<file path="src/rtl/fuzz_stim_sequencer_if.sv">
// Control/status and DUT-facing bus of the fuzz stimulus sequencer.
// The sequencer takes the slave modport; whoever drives runs takes master.
interface fuzz_stim_sequencer_if #(
  parameter int unsigned IN_W  = 139,
  parameter int unsigned OUT_W = 159
);
  logic             start;
  logic             abort;
  logic [31:0]      seed;
  logic [31:0]      num_cycles;
  logic [OUT_W-1:0] out_flat_i;
  logic [IN_W-1:0]  in_flat_o;
  logic             vec_valid;
  logic             busy;
  logic             done;
  logic [31:0]      vec_count;
  logic [31:0]      signature;

  modport master (
    output start, abort, seed, num_cycles, out_flat_i,
    input  in_flat_o, vec_valid, busy, done, vec_count, signature
  );

  modport slave (
    input  start, abort, seed, num_cycles, out_flat_i,
    output in_flat_o, vec_valid, busy, done, vec_count, signature
  );
endinterface

</file>
<file path="src/rtl/fuzz_stim_sequencer.sv">
// LCG-driven stimulus sequencer: fills a vector word by word, applies it atomically and folds
// DUT responses into a 32-bit signature. Define FUZZ_SIG_MISR_EN for a Galois MISR fold.
module fuzz_stim_sequencer #(
  parameter int unsigned IN_W  = 139,
  parameter int unsigned OUT_W = 159,
  parameter logic [31:0] LCG_A = 32'h41C64E6D,
  parameter logic [31:0] LCG_C = 32'h3039
) (
  input  logic                        clk,
  input  logic                        rst_n,
  fuzz_stim_sequencer_if.slave        bus
);

  localparam int unsigned NW = (IN_W + 31) / 32;
  localparam int unsigned KW = (NW > 1) ? $clog2(NW) : 1;

  typedef enum logic [2:0] {StIdle, StFill, StApply, StDrain, StDone} state_e;

  state_e            r_state, w_state_nxt;
  logic [31:0]       r_rng, w_rng_nxt;
  logic [KW-1:0]     r_k, w_k_nxt;
  logic [IN_W-1:0]   r_shadow, w_shadow_nxt;
  logic [IN_W-1:0]   r_in_flat, w_in_flat_nxt;
  logic              r_vec_valid, w_vec_valid_nxt;
  logic [31:0]       r_vec_count, w_vec_count_nxt;
  logic [31:0]       r_num_cycles, w_num_cycles_nxt;
  logic [31:0]       r_signature, w_signature_nxt;

  logic [31:0]       w_rng_step;
  logic [31:0]       w_fold;
  logic [31:0]       w_sig_folded;
  logic [31:0]       w_cnt_inc;

  always_comb begin
    w_rng_step = r_rng * LCG_A + LCG_C;
    w_cnt_inc  = r_vec_count + 32'd1;
  end

  // XOR of all 32-bit chunks of the response; the top chunk is implicitly zero-padded.
  always_comb begin
    w_fold = '0;
    for (int i = 0; i < OUT_W; i++) begin
      w_fold[i % 32] = w_fold[i % 32] ^ bus.out_flat_i[i];
    end
  end

`ifdef FUZZ_SIG_MISR_EN
  always_comb begin
    w_sig_folded = ({r_signature[30:0], 1'b0} ^ (r_signature[31] ? 32'h04C11DB7 : 32'h0))
                   ^ w_fold;
  end
`else
  always_comb begin
    w_sig_folded = {r_signature[30:0], r_signature[31]} ^ w_fold;
  end
`endif

  always_comb begin
    w_state_nxt      = r_state;
    w_rng_nxt        = r_rng;
    w_k_nxt          = r_k;
    w_shadow_nxt     = r_shadow;
    w_in_flat_nxt    = r_in_flat;
    w_vec_valid_nxt  = 1'b0;
    w_vec_count_nxt  = r_vec_count;
    w_num_cycles_nxt = r_num_cycles;
    w_signature_nxt  = r_signature;

    if (bus.abort) begin
      w_state_nxt = StIdle;
    end else begin
      unique case (r_state)
        StIdle, StDone: begin
          if (bus.start) begin
            w_rng_nxt        = bus.seed;
            w_num_cycles_nxt = bus.num_cycles;
            w_vec_count_nxt  = '0;
            w_signature_nxt  = '0;
            w_k_nxt          = '0;
            w_state_nxt      = StFill;
          end
        end
        StFill: begin
          w_rng_nxt = w_rng_step;
          // Word k lands in shadow bits [32k+31:32k]; the last word is truncated to IN_W.
          for (int i = 0; i < IN_W; i++) begin
            if (r_k == KW'(i / 32)) begin
              w_shadow_nxt[i] = w_rng_step[i % 32];
            end
          end
          w_k_nxt = r_k + 1'b1;
          if (r_k == KW'(NW - 1)) begin
            w_state_nxt = StApply;
          end
        end
        StApply: begin
          w_in_flat_nxt   = r_shadow;
          w_vec_valid_nxt = 1'b1;
          w_vec_count_nxt = w_cnt_inc;
          // The response visible now belongs to the previous vector, if there was one.
          if (r_vec_count != 32'd0) begin
            w_signature_nxt = w_sig_folded;
          end
          if (w_cnt_inc == r_num_cycles + 32'd1) begin
            w_state_nxt = StDrain;
          end else begin
            w_k_nxt     = '0;
            w_state_nxt = StFill;
          end
        end
        StDrain: begin
          w_signature_nxt = w_sig_folded;
          w_state_nxt     = StDone;
        end
        default: w_state_nxt = StIdle;
      endcase
    end
  end

  always_ff @(posedge clk or negedge rst_n) begin
    if (!rst_n) begin
      r_state      <= StIdle;
      r_rng        <= '0;
      r_k          <= '0;
      r_shadow     <= '0;
      r_in_flat    <= '0;
      r_vec_valid  <= 1'b0;
      r_vec_count  <= '0;
      r_num_cycles <= '0;
      r_signature  <= '0;
    end else begin
      r_state      <= w_state_nxt;
      r_rng        <= w_rng_nxt;
      r_k          <= w_k_nxt;
      r_shadow     <= w_shadow_nxt;
      r_in_flat    <= w_in_flat_nxt;
      r_vec_valid  <= w_vec_valid_nxt;
      r_vec_count  <= w_vec_count_nxt;
      r_num_cycles <= w_num_cycles_nxt;
      r_signature  <= w_signature_nxt;
    end
  end

  assign bus.in_flat_o = r_in_flat;
  assign bus.vec_valid = r_vec_valid;
  assign bus.busy      = (r_state == StFill) || (r_state == StApply) || (r_state == StDrain);
  assign bus.done      = (r_state == StDone);
  assign bus.vec_count = r_vec_count;
  assign bus.signature = r_signature;

endmodule

</file>
<file path="src/flat_wrapper.sv">
// flat-port wrapper written by rule: the top's interface ports become plain ports
module fuzz_stim_sequencer_flat 
#(
  parameter int unsigned IN_W  = 139,
  parameter int unsigned OUT_W = 159,
  parameter logic [31:0] LCG_A = 32'h41C64E6D,
  parameter logic [31:0] LCG_C = 32'h3039
)
  (clk, rst_n, bus_start, bus_abort, bus_seed, bus_num_cycles, bus_out_flat_i, bus_in_flat_o, bus_vec_valid, bus_busy, bus_done, bus_vec_count, bus_signature);
  fuzz_stim_sequencer_if #(.IN_W(IN_W), .OUT_W(OUT_W)) bus_i ();
  input  logic clk;
  input  logic rst_n;
  input wire logic [$bits(bus_i.start)-1:0] bus_start;
  input wire logic [$bits(bus_i.abort)-1:0] bus_abort;
  input wire logic [$bits(bus_i.seed)-1:0] bus_seed;
  input wire logic [$bits(bus_i.num_cycles)-1:0] bus_num_cycles;
  input wire logic [$bits(bus_i.out_flat_i)-1:0] bus_out_flat_i;
  output wire logic [$bits(bus_i.in_flat_o)-1:0] bus_in_flat_o;
  output wire logic [$bits(bus_i.vec_valid)-1:0] bus_vec_valid;
  output wire logic [$bits(bus_i.busy)-1:0] bus_busy;
  output wire logic [$bits(bus_i.done)-1:0] bus_done;
  output wire logic [$bits(bus_i.vec_count)-1:0] bus_vec_count;
  output wire logic [$bits(bus_i.signature)-1:0] bus_signature;
  assign bus_i.start = bus_start;
  assign bus_i.abort = bus_abort;
  assign bus_i.seed = bus_seed;
  assign bus_i.num_cycles = bus_num_cycles;
  assign bus_i.out_flat_i = bus_out_flat_i;
  assign bus_in_flat_o = bus_i.in_flat_o;
  assign bus_vec_valid = bus_i.vec_valid;
  assign bus_busy = bus_i.busy;
  assign bus_done = bus_i.done;
  assign bus_vec_count = bus_i.vec_count;
  assign bus_signature = bus_i.signature;
  fuzz_stim_sequencer #(.IN_W(IN_W), .OUT_W(OUT_W), .LCG_A(LCG_A), .LCG_C(LCG_C)) u_core (.clk(clk), .rst_n(rst_n), .bus(bus_i));
endmodule
</file>
<file path="config.mk">
export PLATFORM = sky130hd
export DESIGN_NAME = fuzz_stim_sequencer_flat
export DESIGN_NICKNAME = d
export VERILOG_FILES = /design/src/rtl/fuzz_stim_sequencer_if.sv /design/src/rtl/fuzz_stim_sequencer.sv /design/src/flat_wrapper.sv
export SDC_FILE = /design/constraint.sdc
export NUM_CORES = 1
export LEC_CHECK = 0
export CAP_MARGIN = 20
export CORE_MARGIN = 5
export CORE_UTILIZATION = 34
export DETAILED_ROUTE_END_ITERATION = 7
export SLEW_MARGIN = 20
export SYNTH_ARGS = -nofsm -noshare
export SYNTH_HDL_FRONTEND = slang
export SYNTH_SLANG_ARGS = --single-unit
</file>
<file path="constraint.sdc">
create_clock -name clk -period 7.5 [get_ports clk]
set_input_delay 0.75 -clock clk [delete_from_list [all_inputs] [get_ports clk]]
set_output_delay 0.75 -clock clk [all_outputs]
set_load 0.02 [all_outputs]
</file>
# After elaboration in Yosys (flattened, before gate mapping)

Cells that the tools add are included.

Register bits after elaboration: 413
Output and inout bits: 206
Logic and storage cells: 199

$add $sub $neg: 4
Multiply operators: 1
Equal/unequal tests: 14
Muxes and demuxes: 16
Bitwise operators: 129
Reduce and logical (&&, ||, !) cells: 22

Operator list:

| cell                   | number |
|---|---|
| $pmux 32 s2            | 2 |
| $xor 1x1->1            | 127 |
| $mux 32                | 3 |
| $pmux 32 s3            | 1 |
| $add 32x1->32 const B  | 2 |
| $add 32x14->32 const B | 1 |
| $eq 32x32->1           | 1 |
| $mul 32x31->32 const B | 1 |
| $reduce_bool 32->1     | 1 |
| $xor 32x32->32         | 1 |
| $reduce_and 3->1       | 8 |
| $mux 3                 | 5 |
| $eq 3x2->1 const B     | 4 |
| $pmux 3 s4             | 1 |
| $pmux 3 s3             | 1 |
| $reduce_and 4->1       | 2 |
| $eq 3x1->1 const B     | 2 |
| $eq 3x3->1 const B     | 2 |
| $logic_not 3->1        | 2 |
| $reduce_bool 3->1      | 2 |
| $ne 2x2->1 const B     | 2 |
| $reduce_and 2->1       | 2 |
| $reduce_bool 2->1      | 2 |
| $add 3x1->3 const B    | 1 |
| other kinds (8)        | 10 |

# Logic depth before layout (Yosys ltp)

Word-level depth: 7
Mapped depth: 27
Depth with buffers taken out: 26

# Worst setup path before layout

Ideal clock, no wire load.

Path kind: reg-to-reg
Start: register u_core.r_rng[5]
End: register u_core.r_rng[31]
Setup time: 0.137 ns
Data arrival time: 6.514 ns
Required time: 7.363 ns
Slack: 0.850 ns
Stages on the path, launching flop included: 27
Clock period less this slack: 6.650 ns
Path through: dfrtp_1 > ha_1 > xor2_1 > ha_1 > a21oi_1 > fa_1 > fa_1 > inv_1 > fa_1 > inv_1 > fa_1 > inv_1 > fa_1 > inv_1 > fa_1 > inv_1 > ha_1 > clkbuf_1 > a21oi_1 > o21ai_0 > a221o_1 > a31oi_1 > a31oi_1 > a21o_1 > a21oi_1 > xnor2_1 > o211ai_1

Word-level cells in the longest chain between the ends: 3

RTL lines:

| element                | line                       | source |
|---|---|---|
| start, declared        | fuzz_stim_sequencer.sv:20  | `logic [31:0] r_rng, w_rng_nxt;` |
| start signal, assigned | fuzz_stim_sequencer.sv:133 | `r_rng <= w_rng_nxt;` |
| $mul 32x31->32         | fuzz_stim_sequencer.sv:35  | `w_rng_step = r_rng * LCG_A + LCG_C;` |
| $add 32x14->32         | fuzz_stim_sequencer.sv:35  |  |
| $pmux 32 s2            | fuzz_stim_sequencer.sv:72  | `unique case (r_state)` |

No other way between the ends.
A chain may end at the register's enable or synchronous reset.

# Worst setup path after layout

Start: register u_core.r_rng[8]
End: register u_core.r_rng[23]

Same word-level chain as after synthesis.

==> impl_metrics.csv <==
group,metric,value,unit
clock_network,postCtsSetupBuffers,0,
critical_path,rrSetupSlack,0.43,ns
detailed_routing,firstDrtPassIters,7,
sta,final.setup.tns,0,ns
critical_path,crit_fanout,8,
detailed_routing,num_vias,21631,
detailed_routing,drc,0,
global_route,grt_max_degree,174,
clock_network,clk_latency,0.63,ns
finish,drive_gt1_share,8.13,%
clock_network,clock-sinks,413,
clock_network,cts_tree,"yes",
floorplanning,start_util,34.4,%
floorplanning,dieArea,89200,sq um
placement,gp_congestion,0.984,
worst_hold_path,hold_class,"input port to asynchronous set/reset pin",
critical_path,reg2regPathDepth,23,
floorplanning,io-pin-count,433,
logic_synthesis,syn-num-nets,3523,
clock_network,numCtsBuffers,49,
critical_path,reg2reg_from,"u_core.r_rng[8]",
detailed_routing,detail-route-antenna-nets,0,
finish,fin_nets,3946,
logic_synthesis,synthArstFlopShare,100,%
sta,report.final.slew_viol_count,0,
detailed_routing,wl,94500,um
sta,worst_pin_slew,1.02,ns
detailed_routing,vias_per_cell,4.88,
clock_network,ctsHoldBuffers,0,
global_route,grt_pass1_vias,22188,
logic_synthesis,synth_edf_count,0,
floorplanning,die_y,299,um
clock_network,clk_root_buffer_cell,"clkbuf_16",
global_route,antenna_found_initial,7,
logic_synthesis,synth-seq-cells,413,
sta,timing.final.ws_setup,0.425,ns
floorplanning,die_w,299,um
logic_synthesis,seq_area_frac_synth,36.5,%
finish,fin_cells,4429,
sta,hold_viol_final,0,
clock_network,h-tree-depth,2,
sta,rsz0062_at_grt,"no",
sta,skew,0.0530,ns
placement,dp_cells,4338,
floorplanning,core,82400,sq um
sta,relSlewSlack,31.3,%
floorplanning,rows,105,
placement,dp_worst_setup_slack,0.413,ns
critical_path,crit_required,8.05,ns
sta,min_period_over_period,94.3,%
finish,areaGrowthSynthToFinish,26.1,%
outcome,status,"completed",
critical_path,cp.arrival,7.63,ns
logic_synthesis,avgSynthCellArea,9.78,sq um
global_route,grt.overflow.total,0,
logic_synthesis,ys.warnings.count,0,
global_route,grt_pass1_wl,143000,um
detailed_routing,drt_iter0_markers,1289,
critical_path,crit_type,"flip-flop to flip-flop",
placement,dpl.hpwl,74900,um
global_route,track_usage,20.9,%
logic_synthesis,ys.flop_type,"dfrtp_1",
logic_synthesis,netlist_area,28300,sq um
clock_network,path_clk_slew,0.06,ns
detailed_routing,wl_per_cell,21.3,um
sta,setup_viol_count_final,0,
critical_path,r2r-end,"u_core.r_rng[23]",
critical_path,cp-end-kind,"flip-flop",
run,maxCapViolations,0,
clock_network,cts-resized-gates,0,
critical_path,worstSetupStartpointType,"flip-flop",
clock_network,clockBufferDepth,3,
finish,nFillCells,8060,
sta,fmax,141,MHz
sta,min_period,7.07,ns
placement,numPortBuffers,432,
logic_synthesis,synth.distinct_cells,70,
logic_synthesis,synthCells,2896,
==> area by class of cell <==
cell class | instances | area (sq um) | area share [%]
inverter | 400 | 1500 | 4.21
clock inverter | 29 | 330 | 0.925
clock buffer | 61 | 1360 | 3.81
sequential | 413 | 10300 | 28.9
multi-input combinational | 1975 | 16100 | 45.2
tap | 1070 | 1340 | 3.75
antenna | 1 | 2.50 | 0.00700
timing repair buffer | 480 | 4710 | 13.2
==> Yosys cell counts (4+ instances only) <==
cell type / n / area share [%]
o21bai_1: 4 / 0.11
nand3_1: 48 / 0.85
clkbuf_1: 91 / 1.2
nor2_1: 55 / 0.73
a21boi_0: 4 / 0.11
a22o_1: 36 / 1.1
a31oi_1: 6 / 0.13
a22oi_1: 9 / 0.24
dfrtp_1: 413 / 36
mux2_2: 100 / 4.0
o21a_1: 5 / 0.13
a21oi_1: 49 / 0.87
o2111ai_1: 6 / 0.19
inv_1: 400 / 5.3
a211oi_1: 8 / 0.21
o21ai_1: 5 / 0.088
xnor3_1: 5 / 0.40
fa_1: 185 / 13
xnor2_1: 236 / 7.3
buf_2: 10 / 0.18
mux2i_1: 7 / 0.25
nand4_1: 20 / 0.44
o31ai_1: 13 / 0.34
and2_1: 11 / 0.24
nand2b_1: 5 / 0.11
and4_1: 10 / 0.31
buf_1: 7 / 0.093
xor2_1: 57 / 1.8
nand2_1: 591 / 7.8
a21o_1: 12 / 0.32
o211ai_1: 7 / 0.19
o21ai_0: 143 / 2.5
or2_2: 6 / 0.13
ha_1: 215 / 9.5
and3_1: 12 / 0.26
or3_1: 12 / 0.26
or4_1: 7 / 0.19
nor4_1: 19 / 0.42
nor3_1: 16 / 0.28
==> cell families (layout without fill, tap and decap cells) <==
group | count (synthesis) | in the layout | share of synthesized area (%)
AO/OA/AOI/OAI | 329 | 329 | 7.34
XOR/XNOR | 298 | 298 | 9.45
adder cells (fa/ha/maj) | 400 | 400 | 22.6
buffers and inverters | 508 | 970 | 6.77
flip-flops | 413 | 413 | 36.5
multiplexers | 108 | 108 | 4.26
other | 0 | 1 | 0
AND/OR/NAND/NOR | 840 | 840 | 13.1
==> metrics by stage <==
step	hold slack (ns)	area (sq um)	utilization, %
global placement	0.443	34000	41.3
global route	0.150	35700	43.4
CTS	0.117	35700	43.3
finish	0.126	35700	43.4
detailed placement	0.447	34000	41.3
floorplan	0.433	28300	-
==> state kept, by name, indices dropped and copies added (netlist names) <==
name and cells:
u_core.bus.in_flat_o 139, u_core.r_shadow 139, u_core.bus.signature 32, u_core.bus.vec_count 32
u_core.r_num_cycles 32, u_core.r_rng 32, u_core.r_k 3, u_core.r_state 3
u_core.bus.vec_valid 1
==> per-layer routing <==
layer  global-route usage (%)  routed length, um  vias up
met5                        0                 13        -
met4                     3.76               1490        2
met3                     3.75               6140       74
met2                     33.8              43600      571
met1                     30.0              43200    10798
li1                         -                  -    10186
==> worst max-delay path by stage <==
stage	from	end	slack [ns]	cells after the start
floorplan	u_core.r_rng[5]	u_core.r_rng[31]	0.85	26
global placement	u_core.r_rng[6]	u_core.r_shadow[63]	0.47	25
detailed placement	u_core.r_rng[8]	u_core.r_shadow[63]	0.41	23
CTS	u_core.r_rng[8]	u_core.r_shadow[63]	0.40	23
global route	u_core.r_rng[8]	u_core.r_shadow[31]	0.03	23
finish	u_core.r_rng[8]	u_core.r_rng[23]	0.43	23
==> layout by cell type, fill, tap and decap left out, types with 8 or more instances in the layout <==
cell | Yosys | routed
nand4_1 | 20 | 20
xnor2_1 | 236 | 235
clkdlybuf4s50_1 | 0 | 431
nor3_1 | 16 | 16
fa_1 | 185 | 185
o31ai_1 | 13 | 13
a211oi_1 | 8 | 8
clkinv_2 | 0 | 14
clkbuf_8 | 0 | 9
nand3_1 | 48 | 48
nor2_1 | 55 | 54
xor2_1 | 57 | 57
dfrtp_1 | 413 | 413
inv_1 | 400 | 399
and2_1 | 11 | 10
a21oi_1 | 49 | 49
nor4_1 | 19 | 18
and4_1 | 10 | 10
and3_1 | 12 | 12
ha_1 | 215 | 215
o21ai_0 | 143 | 142
mux2_2 | 100 | 100
buf_4 | 0 | 46
a22o_1 | 36 | 36
a22oi_1 | 9 | 9
or3_1 | 12 | 12
a21o_1 | 12 | 12
clkbuf_16 | 0 | 49
nand2_1 | 591 | 586
==> worst max-delay path: stages (launching register included) <==
cell and delay (ns):
dfrtp_1 0.52, ha_1 0.55, xor2_1 0.23, ha_1 0.31, ha_1 0.32, fa_1 0.48, ha_1 0.29, ha_1 0.32
fa_1 0.48, inv_1 0.05, fa_1 0.48, inv_1 0.04, ha_1 0.33, a2111oi_0 0.42, o21ai_1 0.23, a311oi_1 0.36
buf_4 0.20, o211ai_1 0.14, a21boi_1 0.30, o21bai_1 0.10, a21oi_1 0.19, xnor2_1 0.31, buf_4 0.25, a21o_1 0.11
Power is not shown: default switching activity piles up to over one toggle a cycle in this logic, so the estimate is an artifact.
